`src/rtl/opb_status_regbank.sv`:
```
// OPB slave exposing NUM_CH status words with coherent snapshots and a wrapping capture counter.
// Read-to-clear sticky bits are built only when OPB_STATUS_STICKY_EN is defined.
module opb_status_regbank #(
  parameter logic [31:0] C_BASEADDR   = 32'h01004100,
  parameter logic [31:0] C_HIGHADDR   = 32'h010041FF,
  parameter int          C_OPB_AWIDTH = 32,
  parameter int          C_OPB_DWIDTH = 32,
  parameter int          NUM_CH       = 4,
  parameter int          CNT_W        = 16
) (
  input  logic                      OPB_Clk,
  input  logic                      OPB_Rst_n,
  input  logic [0:C_OPB_AWIDTH-1]   OPB_ABus,
  input  logic [0:C_OPB_DWIDTH/8-1] OPB_BE,
  input  logic [0:C_OPB_DWIDTH-1]   OPB_DBus,
  input  logic                      OPB_RNW,
  input  logic                      OPB_select,
  input  logic                      OPB_seqAddr,
  output logic [0:C_OPB_DWIDTH-1]   Sl_DBus,
  output logic                      Sl_xferAck,
  output logic                      Sl_errAck,
  output logic                      Sl_retry,
  output logic                      Sl_toutSup,
  input  logic [NUM_CH*32-1:0]      user_data_in,
  input  logic                      user_capture
);

  logic [31:0]      live [NUM_CH];
  logic [31:0]      snap [NUM_CH];
  logic [CNT_W-1:0] count;
  logic             ack;
  logic [31:0]      dbus_q;

  logic [31:0] addr;
  logic [31:0] word;
  logic        in_win;
  logic        accept;
  logic        ctrl_wr;
  logic        capture;
  logic [31:0] rdata;

  // Bus bit 31 is the LSB, so the big-endian vectors carry the plain numeric value.
  assign addr    = OPB_ABus;
  assign word    = (addr - C_BASEADDR) >> 2;
  assign in_win  = (addr >= C_BASEADDR) && (addr <= C_HIGHADDR);
  assign accept  = OPB_select && in_win && !ack;
  assign ctrl_wr = accept && !OPB_RNW && (word == 32'd0) && OPB_BE[3];
  assign capture = user_capture || (ctrl_wr && OPB_DBus[31]);

`ifdef OPB_STATUS_STICKY_EN
  logic [31:0]       sticky [NUM_CH];
  logic [NUM_CH-1:0] rd_clr_q;
  logic [NUM_CH-1:0] rd_clr_next;
  logic              sw_clr;
  logic              unused_bits;

  assign sw_clr      = ctrl_wr && OPB_DBus[30];
  assign unused_bits = ^{OPB_seqAddr, OPB_BE[0:2], OPB_DBus[0:29]};
`else
  logic unused_bits;

  assign unused_bits = ^{OPB_seqAddr, OPB_BE[0:2], OPB_DBus[0:30]};
`endif

  always_comb begin
    rdata = '0;
`ifdef OPB_STATUS_STICKY_EN
    rd_clr_next = '0;
`endif
    if (word == 32'd0) rdata = 32'(count);
    for (int i = 0; i < NUM_CH; i++) begin
      if (word == 32'(i + 1)) rdata = snap[i];
`ifdef OPB_STATUS_STICKY_EN
      if (word == 32'(NUM_CH + i + 1)) begin
        rdata          = sticky[i];
        rd_clr_next[i] = accept && OPB_RNW;
      end
`endif
      if (word == 32'(2 * NUM_CH + i + 1)) rdata = live[i];
    end
  end

  // Read data is taken from the state seen in the accept cycle and shown only during the ack.
  always_ff @(posedge OPB_Clk or negedge OPB_Rst_n) begin
    if (!OPB_Rst_n) begin
      ack    <= 1'b0;
      dbus_q <= '0;
    end else begin
      ack    <= accept;
      dbus_q <= (accept && OPB_RNW) ? rdata : '0;
    end
  end

  always_ff @(posedge OPB_Clk or negedge OPB_Rst_n) begin
    if (!OPB_Rst_n) begin
      count <= '0;
      for (int i = 0; i < NUM_CH; i++) begin
        live[i] <= '0;
        snap[i] <= '0;
      end
    end else begin
      if (capture) count <= count + CNT_W'(1);
      for (int i = 0; i < NUM_CH; i++) begin
        live[i] <= user_data_in[32*i +: 32];
        if (capture) snap[i] <= live[i];
      end
    end
  end

`ifdef OPB_STATUS_STICKY_EN
  // The read-clear lands in the ack cycle; the OR with live keeps bits arriving alongside the clear.
  always_ff @(posedge OPB_Clk or negedge OPB_Rst_n) begin
    if (!OPB_Rst_n) begin
      rd_clr_q <= '0;
      for (int i = 0; i < NUM_CH; i++) sticky[i] <= '0;
    end else begin
      rd_clr_q <= rd_clr_next;
      for (int i = 0; i < NUM_CH; i++) begin
        if (rd_clr_q[i] || sw_clr) sticky[i] <= live[i];
        else                       sticky[i] <= sticky[i] | live[i];
      end
    end
  end
`endif

  assign Sl_DBus    = dbus_q;
  assign Sl_xferAck = ack;
  assign Sl_errAck  = 1'b0;
  assign Sl_retry   = 1'b0;
  assign Sl_toutSup = 1'b0;

endmodule

```
`config.mk`:
```
export PLATFORM = sky130hd
export DESIGN_NAME = opb_status_regbank
export DESIGN_NICKNAME = d
export VERILOG_FILES = /design/src/rtl/opb_status_regbank.sv
export SDC_FILE = /design/constraint.sdc
export NUM_CORES = 1
export LEC_CHECK = 0
export ABC_CLOCK_PERIOD_IN_PS = 2200
export BUFFER_PORTS_ARGS = -buffer_cell sky130_fd_sc_hd__buf_2
export CAP_MARGIN = 20
export CORE_ASPECT_RATIO = 0.7
export CORE_MARGIN = 5
export CORE_UTILIZATION = 35
export CTS_CLUSTER_DIAMETER = 80
export DETAILED_ROUTE_END_ITERATION = 8
export MAX_ROUTING_LAYER = met4
export PLACE_DENSITY_LB_ADDON = 0.15
export SYNTH_ARGS = -nofsm -noshare
export SYNTH_HDL_FRONTEND = slang
export SYNTH_SLANG_ARGS = --single-unit
```
`constraint.sdc`:
```
create_clock -name OPB_Clk -period 2.2 [get_ports OPB_Clk]
set_clock_uncertainty 0.15 [all_clocks]
set_input_delay 0.11 -clock OPB_Clk [delete_from_list [all_inputs] [get_ports OPB_Clk]]
set_output_delay 0.11 -clock OPB_Clk [all_outputs]
set_load 0.05 [all_outputs]
```
Word-level counts from Yosys, hierarchy flattened --
Index checks and enable logic that the tools add are counted.
Cells by class: div/mod/pow operators 0, reductions and logical operators 12, multiplexer cells 10, $mul 0, shift operators 0, magnitude comparators 2, eq/ne operators 8, add/sub/neg operators 2, bitwise operators 0
Operators by type and width (number):
- 2-to-1 mux 32 bit | 9
- == test 30 x 4 -> 1 bit (second input constant) | 4
- == test 30 x 2 -> 1 bit (second input constant) | 2
- greater-or-equal comparator 32 x 25 -> 1 bit (second input constant) | 1
- less-or-equal comparator 32 x 25 -> 1 bit (second input constant) | 1
- zero test 32 bit | 1
- subtractor 32 x 25 -> 32 bit (second input constant) | 1
- == test 30 x 1 -> 1 bit (second input constant) | 1
- == test 30 x 3 -> 1 bit (second input constant) | 1
- adder 16 x 1 -> 16 bit (second input constant) | 1
- 2-to-1 mux 16 bit | 1
- logical AND 1 bit | 8
- zero test 1 bit | 2
- logical OR 1 bit | 1
Storage, ports and cells: output and inout bits 36, bits of input ports 202, bits in latches 0, bits in registers 305, memories 0, ROM bits 0, bits in writable memories 0, word-level logic and storage cells 45

Logic depth before layout (Yosys ltp) --
Gate-level depths: netlist (run 1).
depth after elaboration 12, mapped depth 9, gate-level depth less buffers 7

Worst setup path after synthesis (run 1) --
No wires, ideal clock.
path kind input port to flip-flop, start in OPB_ABus[20] in the netlist's numbering, end reg dbus_q[21] (netlist: Sl_DBus[10]), setup slack -0.415 ns, setup time 0.122 ns, data arrival time 2.343 ns, stages on the path 8, cells stage by stage or4_4 -> o31ai_4 -> and4b_1 -> mux2i_1 -> nor4b_4 -> nand3_4 -> buf_2 -> o2111a_1
Between the ends: cells in the longest elaborated chain, start to end 11, elaborated cells on any way between the ends 24, those cells by class add/sub (1); order compare (2); eq/ne (8); mux (9); reduce/logical (4)
Ends and longest elaborated chain:
- start, declared | line 13 | input logic [0:C_OPB_AWIDTH-1] OPB_ABus,
- subtractor 32 x 25 -> 32 bit | line 44 | assign word = (addr - C_BASEADDR) >> 2;
- == test 30 x 1 -> 1 bit | line 72 | if (word == 32'(i + 1)) rdata = snap[i];
- 2-to-1 mux 32 bit | line 72
- 2-to-1 mux 32 bit | line 79 | if (word == 32'(2 * NUM_CH + i + 1)) rdata = live[i];
- 2-to-1 mux 32 bit | line 72
- 2-to-1 mux 32 bit | line 79
- 2-to-1 mux 32 bit | line 72
- 2-to-1 mux 32 bit | line 79
- 2-to-1 mux 32 bit | line 72
- 2-to-1 mux 32 bit | line 79
- 2-to-1 mux 32 bit * | line 90 | dbus_q <= (accept && OPB_RNW) ? rdata : '0;
- end signal, assigned | line 90
- end, declared | line 32 | logic [31:0] dbus_q;
Every way passes the cells marked *; elsewhere a longest branch is shown, timed or not. A chain may end at the register's enable or synchronous reset.

Worst setup path in the final report (run 1) --
start in OPB_ABus[20] in the netlist's numbering, end reg dbus_q[16] (netlist: Sl_DBus[15])
Same word-level chain as after synthesis.

==> metrics.log, run 1 <==
[metrics] Max transition margin: between 50% and 60%
[metrics] type of element capturing the critical path: register
[metrics] largest area contributor in the netlist: sky130_fd_sc_hd__dfrtp_1
[metrics] number of pins with negative max-slew slack in the final report: 0
[metrics] final net count: between 1,000 and 1,500
[metrics] total of buffers placed on input and output ports: a little under 200
[metrics] clock latency reported for the late side of the worst-skew pair: ~510 ps
[metrics] I/O pins: between 200 and 250
[metrics] cell with the most instances after synthesis: sky130_fd_sc_hd__dfrtp_1
[metrics] peak supply drop: roughly 0.48 mV
[metrics] leakage power summed over all cells: between 7 and 8 nW
[metrics] residual antenna-violating net count after detailed routing: 0
[metrics] weighted congestion reported at the end of routability-driven placement: roughly 0.82
[metrics] Starting Density: a little over a third
[metrics] top cell type's share of synthesized area: around 63%
[metrics] clock tree from TritonCTS: built
[metrics] die outline area: ~39,000 um^2
[metrics] final routed DRC violation total: 0
[metrics] proportion of power drawn by combinational gates: between 10% and 20%
[metrics] netlist area before placement: around 12,000 um^2
[metrics] peak clock frequency supported by timing: approximately 0.45 GHz
[metrics] share of flip-flops with an asynchronous set or reset after synthesis: 100%
[metrics] global-route congestion overflow total: 0
[metrics] list of most frequent post-synthesis cells: sky130_fd_sc_hd__dfrtp_1 (305), sky130_fd_sc_hd__mux2_2 (146), sky130_fd_sc_hd__o21ai_0 (66)
[metrics] Clock transition at path regs: approximately 60 ps
[metrics] pre-CTS setup slack: -599 ps
[metrics] setup_tns: -169 ps
[metrics] Synthesis Warnings: 0
[metrics] Max H-tree Level: 2
[metrics] endpoint required time on the critical path: 2430 ps
[metrics] kind of cell with the highest combined delay on the critical path: simple AND/OR/NAND/NOR gates
[metrics] Clock Power Share: between 40 and 50%
[metrics] Placement Rows: 57
[metrics] filler cell count in the final layout: just over 3,000
[metrics] final critical delay including setup and external delays: roughly 2200 ps
[metrics] critical path arrival: roughly 2500 ps
[metrics] setup slack of the most critical reg-to-reg path: 0 ps
[metrics] DRT Pass-1 Iters: 4
[metrics] Max Fanout on Critical Path: 14
[metrics] drt via density: between 4 and 5
[metrics] final standard cell utilization of the core: ~50%
[metrics] period utilisation layout: 101%
[metrics] overall die height: 166 um
[metrics] biggest cell delay along the critical path: between 500 and 600 ps
[metrics] final worst-path setup slack: -21.4 ps
[metrics] Worst-Margin Slew: between 700 and 800 ps
[metrics] routed wire length: about 35,000 um
[metrics] result of the run: finished with violations
[metrics] highest-delay cell along the critical path: sky130_fd_sc_hd__or4_4
[metrics] hpwl dp: ~24,000 um
[metrics] internal power: 10.3 mW
[metrics] number of standard cells after synthesis: ~890
[metrics] count of vias placed by the detailed router: around 8,600
[metrics] violations in the final reports: setup timing
[metrics] average detailed-routed wire length per instance: between 15 and 20 um
[metrics] total routing usage reported by global routing: a little under a fifth
[metrics] type of the tightest min-delay check: primary input to register
[metrics] Switching Power: between 3 and 4 mW
[metrics] vias in the first global route: 9,242
[metrics] buffer levels on the longest clock path: 3
[metrics] global-route wire length before repair: 55,600 um
[metrics] kind of launch point of the worst setup path: primary input
[metrics] top post-synthesis cells by area: sky130_fd_sc_hd__dfrtp_1 (63%), sky130_fd_sc_hd__mux2_2 (14%), sky130_fd_sc_hd__mux2i_1 (2.7%)
[metrics] total number of clock tree sinks: ~310
[metrics] maximum number of pins on one net before global-route repair: 65
[metrics] total core area: around 34,000 um^2
[metrics] post-layout power: about 13 mW
[metrics] Sequential Power Share: a little under half
[metrics] Bufs and invs on worst path: 3
[metrics] initial antenna violation count: 6
[metrics] synthesized flop and latch total: between 300 and 400
[metrics] power density over the cells: 801 nW/um^2
[metrics] Detailed Route Iter0 Violations: between 500 and 600
[metrics] horizontal die dimension: 233 um
[metrics] final number of hold-violating endpoints: 0
[metrics] setup repair after global routing missed its margin: yes
[metrics] fraction of final layout cells sized beyond drive strength 1: a little under two fifths
[metrics] average cell area after synthesis: roughly 14 um^2
[metrics] setup-violating endpoint count in the final report: 23
[metrics] portion of the post-synthesis area used by sequential elements: 62.9%
[metrics] kind of critical path: primary input to register
[metrics] clock root buffer: sky130_fd_sc_hd__clkbuf_16
[metrics] critical path, cell by cell: buf_6 -> or4_4 -> o31ai_4 -> xnor2_1 -> o2111ai_2 -> nor4b_4 -> buf_4 -> nand3_4 -> buf_12 -> o2111a_1
[metrics] switching part of the total power: roughly a quarter
[metrics] synth-to-layout area growth: 38.4%
[metrics] Primary FF master, synth: sky130_fd_sc_hd__dfrtp_1
[metrics] number of enable-type register cells in the synthesized netlist: 0
[metrics] number of max-capacitance violations reported: 0
[metrics] count of different cell masters after synthesis: 52
[metrics] clock buffers created by TritonCTS: 34
-- cell type report --
type,instances,area (um^2),share of cell area [%]
inverter,2,7.51,0.0447
tap,472,591,3.51
sequential,305,7630,45.4
multi-input combinational,528,4300,25.6
clock buffer,49,1020,6.06
antenna,6,15.0,0.0893
timing repair buffer,412,3130,18.6
clock inverter,10,109,0.648
-- logic make-up after synthesis --
family	after synthesis	synth area share [%]
DFF	305	62.9
muxes	179	16.3
AOI/OAI and AO/OA	173	10.6
and+or+nand+nor	155	6.74
buffers and inverters	62	2.20
xor gates and xnor gates	17	1.23
adders and majority gates	1	0.103
other	1	0.0309
-- final timing paths --
path	startpoint	endpoint	depth (start not counted)
worst max-delay path	OPB_ABus[20]	Sl_DBus[15]	10
worst min-delay path	user_capture	count[0]	4
worst max register to register	Sl_xferAck	snap[71]	6
worst min register to register	snap[58]	snap[58]	2
max in group asynchronous	OPB_Rst_n	live[1]	4
min in group asynchronous	OPB_Rst_n	snap[1]	3
-- layout by cell type, fill, tap and decap left out, drive strengths merged, types with 6 or more instances in the layout --
master and instances:
xnor2 16, o2111a 28, o2111ai 31, diode 6
nand4 9, o21ai 66, mux2 146, nor3 7
buf 278, a22oi 13, nand2b 6, nand2 57
dlygate4sd3 133, nor2 19, o22ai 17, dfrtp 305
clkbuf 50, nor2b 19, nand3 12, mux2i 33
-- state kept, by name, summed over array words and instances, names as in the netlist --
register / cells
live: 128
count: 16
Sl_xferAck: 1
Sl_DBus: 32
snap: 128
-- stage by stage --
stage / hold WS [ps] / instance area, um^2 / std cells
final: 90.5 / 16800 / 1784
after detailed placement: -79.3 / 14200 / 1580
after CTS: 65.8 / 16800 / 1776
after global placement: -78.1 / 14200 / 1580
after global routing: 80.7 / 16800 / 1784
after floorplan: -336 / 12200 / 895
-- layer usage --
metal	vias to the layer above	track usage, %	routed length (um)
met5	-	-	0
met2	180	27.7	15700
met1	4313	27.5	17200
li1	4072	-	-
met4	0	4.95	722
met3	49	2.99	1570
-- what timing repair did --
action,in CTS,in global routing
hold buffers,134,0
setup endpoints to repair,173,173
hold endpoints to repair,436,0
buffers inserted,3,1
resized for setup,4,1
pin swaps,3,0
-- worst reg2reg max path, stage by stage, from the launching register on --
cell and delay, ps:
sky130_fd_sc_hd__dfrtp_2 400, sky130_fd_sc_hd__nor4b_2 220, sky130_fd_sc_hd__nand4_1 180, sky130_fd_sc_hd__nor4_4 250
sky130_fd_sc_hd__a31oi_4 220, sky130_fd_sc_hd__buf_12 240, sky130_fd_sc_hd__mux2_2 430
-- power by group through the flow --
stage	Combinational [mW]	Sequential, mW	Clock, mW
after floorplan	0.749	6.30	0
after global placement	1.27	6.41	0
after detailed placement	1.29	6.42	0
after CTS	1.49	6.32	5.82
after global routing	1.63	6.37	6.08
final	1.47	6.32	5.66
Note: power is estimated with default switching activity, not from simulation.
==> run 2: changes to the inputs <==
--- a/config.mk
+++ b/config.mk
@@ -5,11 +5,11 @@
 export SDC_FILE = /design/constraint.sdc
 export NUM_CORES = 1
 export LEC_CHECK = 0
+export ABC_AREA = 1
 export ABC_CLOCK_PERIOD_IN_PS = 2200
 export BUFFER_PORTS_ARGS = -buffer_cell sky130_fd_sc_hd__buf_2
 export CAP_MARGIN = 20
 export CORE_ASPECT_RATIO = 0.7
-export CORE_MARGIN = 5
 export CORE_UTILIZATION = 35
 export CTS_CLUSTER_DIAMETER = 80
 export DETAILED_ROUTE_END_ITERATION = 8
==> run 2 against run 1 <==
Against the previous run: the flow still finishes with violations (setup timing); via count up 43%; sequential share of layout area down 9.8 points; clock power about the same; first-iteration DRC count rose by 82%; synthesized cell count up 63%; non-clock buffer count grew 194; die area shrank 2.5%; fmax shrank 2.7%; final cell count is 42% higher; largest power group unchanged.
==> metrics.log, run 2 <==
[metrics] final number of hold-violating endpoints: 0 (unchanged)
[metrics] weighted congestion reported at the end of routability-driven placement: 0.906 (+11%)
[metrics] final critical delay including setup and external delays: 2280 ps (+61.6 ps)
[metrics] Worst-Margin Slew: 634 ps (-69.0 ps)
[metrics] top cell type's share of synthesized area: 59.2% (-3.6 points)
[metrics] highest-count cells in the layout ignoring fill and taps: sky130_fd_sc_hd__dfrtp_1 (305), sky130_fd_sc_hd__nand2_1 (283), sky130_fd_sc_hd__dlygate4sd3_1 (212), sky130_fd_sc_hd__buf_2 (193), sky130_fd_sc_hd__inv_1 (139)
[metrics] Primary FF master, synth: sky130_fd_sc_hd__dfrtp_1
[metrics] maximum number of pins on one net before global-route repair: 48 (-26%)
[metrics] count of vias placed by the detailed router: 12,300 (+43%)
[metrics] kind of cell with the highest combined delay on the critical path: simple AND/OR/NAND/NOR gates
[metrics] Clock Power Share: 40.7% (-1.4 points)
[metrics] routed wire length: 47,500 um (+35%)
[metrics] result of the run: finished with violations
[metrics] average cell area after synthesis: 8.87 um^2 (-35%)
[metrics] DRT Pass-1 Iters: 7 (+3)
[metrics] filler cell count in the final layout: 3,047 (-1.1%)
[metrics] Starting Density: 35.7% (+0.48 points)
[metrics] area fraction in and, or, nand and nor cells after synthesis: 19.3% (+13 points)
[metrics] most common library cell in the layout ignoring fill and taps: sky130_fd_sc_hd__dfrtp_1
[metrics] adder and majority cell fraction of the synthesized area: 0.0971% (-0.0060 points)
[metrics] number of standard cells after synthesis: 1,453 (+63%)
[metrics] Sequential Power Share: 45.5% (-1.5 points)
[metrics] final design instance area without fill: 21,400 um^2 (+28%)
[metrics] final routed DRC violation total: 0 (unchanged)
[metrics] Max H-tree Level: 1 (-1)
[metrics] mux contribution to synthesized area: 0% (-16 points)
[metrics] fraction of the mapped netlist area in compound gates: 13.3% (+2.7 points)
[metrics] type of element capturing the critical path: register
[metrics] internal power: 10.3 mW (+0.15%)
[metrics] Synthesis Warnings: 0 (unchanged)
[metrics] period utilisation layout: 104% (+2.8 points)
[metrics] main combinational cell family by area after synthesis: simple AND/OR/NAND/NOR gates
[metrics] post-layout instance count excluding filler cells: 2,527 (+42%)
[metrics] Detailed Route Iter0 Violations: 971 (+82%)
[metrics] list of most frequent post-synthesis cells: sky130_fd_sc_hd__nand2_1 (418), sky130_fd_sc_hd__dfrtp_1 (305), sky130_fd_sc_hd__o21ai_0 (189)
[metrics] Max Fanout on Critical Path: 8 (-6)
[metrics] Placement Rows: 58 (+1.8%)
[metrics] netlist area before placement: 12,900 um^2 (+6.1%)
[metrics] highest-delay cell along the critical path: sky130_fd_sc_hd__clkbuf_16
[metrics] initial antenna violation count: 5 (-1)
[metrics] power density over the cells: 651 nW/um^2 (-19%)
[metrics] total routing usage reported by global routing: 22.9% (+4.0 points)
[metrics] type of the tightest min-delay check: primary input to register
[metrics] number of pins with negative max-slew slack in the final report: 0 (unchanged)
[metrics] hpwl dp: 27,200 um (+15%)
[metrics] buffer levels on the longest clock path: 3 (unchanged)
[metrics] kind of critical path: primary input to register
[metrics] fraction of final layout cells sized beyond drive strength 1: 36.2% (-1.5 points)
[metrics] average detailed-routed wire length per instance: 18.8 um (-4.7%)
[metrics] count of different cell masters after synthesis: 38 (-27%)
[metrics] final worst-path setup slack: -83.0 ps (-61.6 ps)
[metrics] proportion of power drawn by combinational gates: 13.9% (+2.9 points)
[metrics] final standard cell utilization of the core: 59.4% (+11 points)
[metrics] leakage power summed over all cells: 10.3 nW (+40%)
[metrics] clock buffers created by TritonCTS: 31 (-8.8%)
[metrics] portion of the post-synthesis area used by sequential elements: 59.2% (-3.6 points)
[metrics] peak clock frequency supported by timing: 0.438 GHz (-2.7%)
[metrics] Switching Power: 3.64 mW (+15%)
[metrics] horizontal die dimension: 231 um (-0.55%)
[metrics] total core area: 36,100 um^2 (+4.7%)
[metrics] clock tree from TritonCTS: built
[metrics] overall die height: 163 um (-2.0%)
[metrics] setup-violating endpoint count in the final report: 121 (+430%)
[metrics] switching part of the total power: 26.1% (+2.6 points)
[metrics] peak supply drop: 0.637 mV (+32%)
[metrics] number of max-capacitance violations reported: 0 (unchanged)
[metrics] fraction of synthesized cell area in xor and xnor cells: 0.952% (-0.27 points)
[metrics] clock root buffer: sky130_fd_sc_hd__clkbuf_16
[metrics] global-route wire length before repair: 64,100 um (+15%)
[metrics] cell with the most instances after synthesis: sky130_fd_sc_hd__nand2_1
[metrics] total of buffers placed on input and output ports: 197 (unchanged)
[metrics] synth-to-layout area growth: 66.4%
[metrics] residual antenna-violating net count after detailed routing: 0 (unchanged)
[metrics] die outline area: 37,600 um^2 (-2.5%)
[metrics] total number of clock tree sinks: 305 (unchanged)
[metrics] critical path arrival: 2610 ps (+160 ps)
[metrics] final net count: 2,222 (+50%)
[metrics] drt via density: 4.89 (+1.2%)
[metrics] Clock transition at path regs: 60 ps (about the same)
[metrics] Bufs and invs on worst path: 9 (+6)
[metrics] global-route congestion overflow total: 0 (unchanged)
[metrics] top post-synthesis cells by area: sky130_fd_sc_hd__dfrtp_1 (59%), sky130_fd_sc_hd__nand2_1 (12%), sky130_fd_sc_hd__o21ai_0 (7.3%)
[metrics] setup repair after global routing missed its margin: yes
[metrics] violations in the final reports: setup timing
[metrics] biggest cell delay along the critical path: 180 ps (-350 ps)
[metrics] critical path, cell by cell: buf_8 -> nor2_4 -> nand3_4 -> nand2_8 -> buf_4 -> nand4_1 -> nand2_1 -> nand3_1 -> nor2_1 -> nand2_1 -> nor2_4 -> buf_12 -> buf_6 -> nand3_4 -> buf_12 -> inv_8 -> nand2_8 -> nand2_8 -> clkinv_8 -> buf_12 -> clkbuf_16 -> nand2_2 -> nand2_1
[metrics] synthesized flop and latch total: 305 (unchanged)
[metrics] Max transition margin: 57.6% (+4.9 points)
[metrics] share of flip-flops with an asynchronous set or reset after synthesis: 100% (unchanged)
[metrics] vias in the first global route: 11,400 (+24%)
[metrics] largest area contributor in the netlist: sky130_fd_sc_hd__dfrtp_1
[metrics] endpoint required time on the critical path: 2530 ps (+100 ps)
[metrics] kind of launch point of the worst setup path: primary input
[metrics] cell area after placement: 15,500 um^2 (+8.7%)
[metrics] placed cell count: 2,176 (+38%)
[metrics] clock latency reported for the late side of the worst-skew pair: 600 ps (+90 ps)
[metrics] number of enable-type register cells in the synthesized netlist: 0 (unchanged)
[metrics] I/O pins: 238 (unchanged)
[run 2: cell count changes after synthesis, sizes merged, moves of 33 or more]
cell and delta:
nor2 +47, inv +143, a21oi +43, mux2 -146, nand2 +365, o21ai +180, mux2i -33, nand3 +46
[run 2: power groups by stage]
stage | combinational, mW | clock, mW | sequential, mW
global route | 2.10 | 6.04 | 6.38
detailed placement | 1.18 | 0 | 6.38
CTS | 1.50 | 5.79 | 6.29
floorplan | 0.571 | 0 | 6.31
global placement | 1.16 | 0 | 6.39
finish | 1.94 | 5.67 | 6.34
[run 2: per-stage QoR]
step	total power, mW	hold slack, ps	TNS [ps]	setup WS, ps
floorplan	6.88	-336	0	0.960
global placement	7.54	-2.22	-113530	-750
detailed placement	7.56	1.08	-117170	-776
CTS	13.6	0.199	-75.4	-49.5
finish	13.9	18.1	-4130	-83.0
global route	14.5	1.84	-22300	-242
[run 2: cell families after synthesis]
logic type / after synthesis
DFF: 305
other: 1
AOI/OAI and AO/OA: 325
and+or+nand+nor: 586
adders and majority gates: 1
buffers and inverters: 221
xor gates and xnor gates: 14
[run 2: layout make-up]
| type | instances | area [um^2] | share of cell area (%) |
|---|---|---|---|
| sequential | 305 | 7630 | 35.6 |
| timing repair buffer | 606 | 5920 | 27.6 |
| multi-input combinational | 930 | 5610 | 26.2 |
| clock buffer | 41 | 853 | 3.98 |
| tap | 480 | 601 | 2.80 |
| inverter | 145 | 574 | 2.68 |
| clock inverter | 17 | 234 | 1.09 |
| antenna | 3 | 7.51 | 0.0350 |
[run 2: worst paths after layout]
check	startpoint	end	slack, ps	depth (start not counted)
min in group asynchronous	OPB_Rst_n	snap[105]	420	3
hold / removal	user_data_in[121]	live[25]	20	2
setup reg to reg	Sl_xferAck	snap[64]	10	10
setup / recovery	OPB_ABus[22]	snap[64]	-80	23
hold reg to reg	live[31]	snap[31]	320	2
max in group asynchronous	OPB_Rst_n	live[84]	890	4
[run 2: routing by layer]
| layer | GRT usage (%) | vias to the layer above | part of all wire [%] |
|---|---|---|---|
| met2 | 32.0 | 406 | 43 |
| li1 | - | 5812 | - |
| met5 | - | - | 0 |
| met4 | 5.42 | 0 | 2.0 |
| met1 | 34.0 | 6061 | 48 |
| met3 | 4.04 | 66 | 6.4 |
[run 2: repair_timing]
item	4_1_cts	5_1_grt
hold buffers	213	0
gates resized for setup	44	447
hold endpoints to repair	465	0
pin swaps	20	86
setup endpoints to repair	146	175
buffers inserted	8	31
cloned	2	38
